### src/rtl/seq_detector_param.sv
`default_nettype none
// ============================================================================
// Module      : seq_detector_param
// Description : Run-time programmable serial pattern detector with registered
//               match flag; optional saturating match counter (MATCH_COUNT_EN).
// Revision    : 1.0 - initial release
// ============================================================================
module seq_detector_param #(
    parameter int                 MAX_LEN     = 8,
    parameter int                 LEN_W       = 4,
    parameter logic [MAX_LEN-1:0] DEF_PATTERN = MAX_LEN'(8'b0110),
    parameter int                 DEF_LEN     = 4,
    parameter bit                 DEF_OVERLAP = 1'b1,
    parameter int                 CNT_W       = 8
) (
    input  logic               clk,
    input  logic               reset,
    input  logic               x_in,
    input  logic               in_valid,
    input  logic               cfg_load,
    input  logic [MAX_LEN-1:0] cfg_pattern,
    input  logic [LEN_W-1:0]   cfg_len,
    input  logic               cfg_overlap,
    output logic               y_out,
    output logic [CNT_W-1:0]   match_count
);

    localparam logic [LEN_W-1:0] C_MAX_LEN = LEN_W'(MAX_LEN);

    logic [MAX_LEN-1:0] pat_q, pat_d;
    logic [LEN_W-1:0]   len_q, len_d;
    logic               ovl_q, ovl_d;
    logic [MAX_LEN-1:0] hist_q, hist_d;
    logic [LEN_W-1:0]   fill_q, fill_d;
    logic               y_q, y_d;

    logic [MAX_LEN-1:0] w_hist_acc;
    logic [LEN_W-1:0]   w_fill_acc;
    logic [MAX_LEN-1:0] w_mask;
    logic               w_hit;

    always_comb begin
        w_hist_acc = {hist_q[MAX_LEN-2:0], x_in};
        w_fill_acc = (fill_q >= C_MAX_LEN) ? fill_q : fill_q + LEN_W'(1);
        w_mask     = '0;
        for (int i = 0; i < MAX_LEN; i++) begin
            w_mask[i] = (i < int'(len_q));
        end
        // A zero length never matches, so detection stays off until reloaded.
        w_hit = (len_q != '0) && (w_fill_acc >= len_q) &&
                (((w_hist_acc ^ pat_q) & w_mask) == '0);
    end

    always_comb begin
        pat_d  = pat_q;
        len_d  = len_q;
        ovl_d  = ovl_q;
        hist_d = hist_q;
        fill_d = fill_q;
        y_d    = 1'b0;
        if (cfg_load) begin
            pat_d  = cfg_pattern;
            len_d  = (cfg_len > C_MAX_LEN) ? C_MAX_LEN : cfg_len;
            ovl_d  = cfg_overlap;
            hist_d = '0;
            fill_d = '0;
        end else if (in_valid) begin
            hist_d = w_hist_acc;
            fill_d = (w_hit && !ovl_q) ? '0 : w_fill_acc;
            y_d    = w_hit;
        end
    end

    always_ff @(posedge clk) begin
        if (reset) begin
            pat_q  <= DEF_PATTERN;
            len_q  <= LEN_W'(DEF_LEN);
            ovl_q  <= DEF_OVERLAP;
            hist_q <= '0;
            fill_q <= '0;
            y_q    <= 1'b0;
        end else begin
            pat_q  <= pat_d;
            len_q  <= len_d;
            ovl_q  <= ovl_d;
            hist_q <= hist_d;
            fill_q <= fill_d;
            y_q    <= y_d;
        end
    end

    assign y_out = y_q;

`ifdef MATCH_COUNT_EN
    logic [CNT_W-1:0] cnt_q, cnt_d;

    always_comb begin
        cnt_d = cnt_q;
        if (cfg_load) begin
            cnt_d = '0;
        end else if (y_d && (cnt_q != '1)) begin
            cnt_d = cnt_q + CNT_W'(1);
        end
    end

    always_ff @(posedge clk) begin
        if (reset) begin
            cnt_q <= '0;
        end else begin
            cnt_q <= cnt_d;
        end
    end

    assign match_count = cnt_q;
`else
    assign match_count = '0;
`endif

endmodule
`default_nettype wire

### config.mk
export PLATFORM = sky130hd
export DESIGN_NAME = seq_detector_param
export DESIGN_NICKNAME = d
export VERILOG_FILES = /design/src/rtl/seq_detector_param.sv
export SDC_FILE = /design/constraint.sdc
export NUM_CORES = 1
export LEC_CHECK = 0
export CAP_MARGIN = 20
export CORE_ASPECT_RATIO = 1.4
export CORE_MARGIN = 2
export CORE_UTILIZATION = 50
export CTS_CLUSTER_SIZE = 10
export DETAILED_ROUTE_END_ITERATION = 8
export GPL_TIMING_DRIVEN = 0
export HOLD_SLACK_MARGIN = 0.03
export PLACE_DENSITY = 0.78
export SLEW_MARGIN = 25
export SYNTH_ARGS = -nofsm -noshare
export SYNTH_HDL_FRONTEND = slang
export SYNTH_SLANG_ARGS = --single-unit
### constraint.sdc
create_clock -name clk -period 2.54 [get_ports clk]
set_input_delay 0.508 -clock clk [delete_from_list [all_inputs] [get_ports clk]]
set_output_delay 0.508 -clock clk [all_outputs]
set_load 0.05 [all_outputs]
==> impl_metrics.json <==
{
  "fmax_ghz": 0.425,
  "multiInputGateArea_um2": 712,
  "r2r_end": "fill_q[3]",
  "cts_max_path_buffers": 2,
  "netlist.area_leader.share_pct": 38.4,
  "dieArea_um2": 3040,
  "yosysSeqAreaShare_pct": 38.4,
  "port-buffer-count": 16,
  "hold_path.class": "reg2reg",
  "syn_area_per_cell_um2": 9.18,
  "yosys.area.top_type": "dfxtp_1",
  "hold_buffers": 0,
  "clk_pin_slew_ns": 0.14,
  "place.gp.congestion": 0.834,
  "firstDrtPassIters": 4,
  "cts_buffers": 3,
  "cp.arrival_ns": 2.53,
  "worstHoldPathCells": 2,
  "yosysWarnings": 0,
  "final-seq-area_um2": 500,
  "period_share_pct": 92.7,
  "fp.dieW_um": 47.2,
  "cp_max_fo": 5,
  "slew_viol_final": 0,
  "ys_ff_latch": 25,
  "final-hold-violation-count": 0,
  "synth.top_cells.by_area": "dfxtp_1 (38%), mux2i_1 (13%), ha_1 (5.8%)",
  "cp-start-kind": "register",
  "setup-violations-final": 0,
  "grt_pass1_vias": 1052,
  "grt_antenna_before_repair": 0,
  "min_period_ns": 2.36,
  "cts_resized": 0,
  "setup-tns-final_ns": 0,
  "holdPathEnd": "pat_q[2]",
  "syn_area_um2": 1300,
  "htree_levels": 1,
  "drc": 0,
  "drv_cap": 0,
  "critical_path.max_stage_delay_ns": 0.46,
  "synth_most_common_cell": "dfxtp_1",
  "tightest_slew_ns": 0.548,
  "hpwl_mm": 1.92,
  "crit_chain": "inv_1, ha_1, mux2_2, ha_1, o21ai_0, a221oi_1, and3_2, a311oi_1",
  "clkSinkCount": 25,
  "rows": 21,
  "grt_pass1_wl_mm": 4.35,
  "via_per_inst": 5.13,
  "drtAntennaViolNets": 0,
  "reg2reg_setup_slack_ns": 0.18,
  "crit_slowest_cell": "dfxtp_1",
  "drtIter0Drc": 24,
  "crit_path_start": "fill_q[0]",
  "cts_setup_buffers": 0,
  "drive_above_1_share_pct": 11.2,
  "rr_startpoint": "fill_q[0]",
  "powerDensity_nw_per_um2": 467,
  "fillers": 238,
  "areaGrowthSynthToFinish_pct": 19.7,
  "ys_types": 36,
  "tritoncts": "built",
  "fin_util_pct": 63.9,
  "dp_slack_ns": 0.237,
  "skew_ns": 0.00803,
  "worst_slack_ns": 0.185,
  "grt.total_usage_pct": 19.1,
  "synth_common_cells": "dfxtp_1 (25), nor2_1 (19), mux2i_1 (17)",
  "cts_root_buf": "clkbuf_4",
  "relSlewSlack_pct": 63.5,
  "wl_per_cell_um": 12.0,
  "criticalPathCategory": "reg2reg",
  "required_ns": 2.71,
  "via_count": 1042,
  "io_pins": 27,
  "leakagePower_uw": 0.000695,
  "async_flop_share_pct": 0,
  "rsz0062_at_grt": "false",
  "antennaDiodeCount": 0,
  "synth_edf_count": 0,
  "hp-start": "pat_q[2]",
  "die_h_um": 64.4,
  "power_uw": 729,
  "core_area_um2": 2440,
  "cpMostUsedCell": "ha_1",
  "syn_inst": 142,
  "vdd_drop_max_mv": 0.421,
  "ff2ff_path_depth": 8,
  "ys.flop_type": "dfxtp_1",
  "grt-ovfl-total": 0,
  "end_kind": "register",
  "layout.nets": 194,
  "clk_latency_ns": 0.31,
  "wl_mm": 2.43,
  "status": "complete, no violations",
  "grt_max_degree": 15,
  "start_util_pct": 53.4
}
-- metal layers --
metal | track usage, % | vias to the layer above | wire length (um)
met1 | 22.6 | 500 | 993
met2 | 32.7 | 16 | 1290
met4 | 7.99 | 0 | 70
met5 | 0 | - | 0
met3 | 2.51 | 6 | 71
li1 | - | 520 | -
-- worst max-delay path by stage --
stage | end | slack (ns) | depth (start not counted)
floorplan | fill_q[0] | 0.50 | 8
global placement | fill_q[3] | 0.36 | 8
detailed placement | fill_q[3] | 0.24 | 8
CTS | fill_q[3] | 0.21 | 8
global route | fill_q[0] | 0.05 | 8
finish | fill_q[3] | 0.18 | 8
-- registers in the layout, indices dropped and copies added (netlist names) --
register,flops
pat_q,8
ovl_q,1
y_out,1
hist_q,7
len_q,4
fill_q,4
-- area by class of cell --
cell class | instances | area share, %
Clock inverter | 1 | 0.321
Tap cell | 34 | 2.73
Sequential cell | 25 | 32.1
Inverter | 9 | 2.17
Multi-Input combinational cell | 101 | 45.6
Timing Repair Buffer | 16 | 10.3
Buffer | 14 | 5.37
Clock buffer | 3 | 1.44
-- power by group --
group / switching (uW) / internal (uW)
Sequential: 13.1 / 406
Combinational: 74.1 / 61.9
Clock: 115 / 58.8
-- cell usage in the layout (no fill, tap or decap), types with 2 or more instances in the layout --
cell             instances
clkbuf_1                 4
dfxtp_1                 25
conb_1                   8
xnor2_1                  6
nand3_1                  2
mux2i_1                 17
inv_1                    9
buf_4                    8
a311oi_1                 3
ha_1                     6
nor2_1                  19
a21oi_1                  3
clkdlybuf4s50_1         16
clkbuf_4                 3
nand2_1                  7
o21ai_0                  5
xor2_1                   6
-- cells by family after synthesis --
family                   synth area share, %
buffers and inverters                   9.02
AO/OA/AOI/OAI                           11.4
AND/OR/NAND/NOR                         13.1
flip-flops                              38.4
multiplexers                            13.9
adder cells (fa/ha/maj)                 5.76
other                                  0.288
XOR/XNOR                                8.06
-- through the flow --
| stage | std cells | hold slack [ns] | cell area [um^2] |
|---|---|---|---|
| after floorplan | 149 | 0.462 | 1330 |
| after global placement | 199 | 0.497 | 1530 |
| after detailed placement | 199 | 0.498 | 1530 |
| after CTS | 203 | 0.531 | 1560 |
| after global routing | 203 | 0.567 | 1560 |
| final | 203 | 0.519 | 1560 |
-- worst max-delay path, delay by kind of cell, from the launching register on --
kind                       cells  cell delay, ns
AOI/OAI and AO/OA              3            0.55
muxes                          1            0.28
and+or+nand+nor                1            0.29
buffers and inverters          1            0.07
DFF                            1            0.46
adders and majority gates      2            0.57
Note: power is estimated with default switching activity, not from simulation.
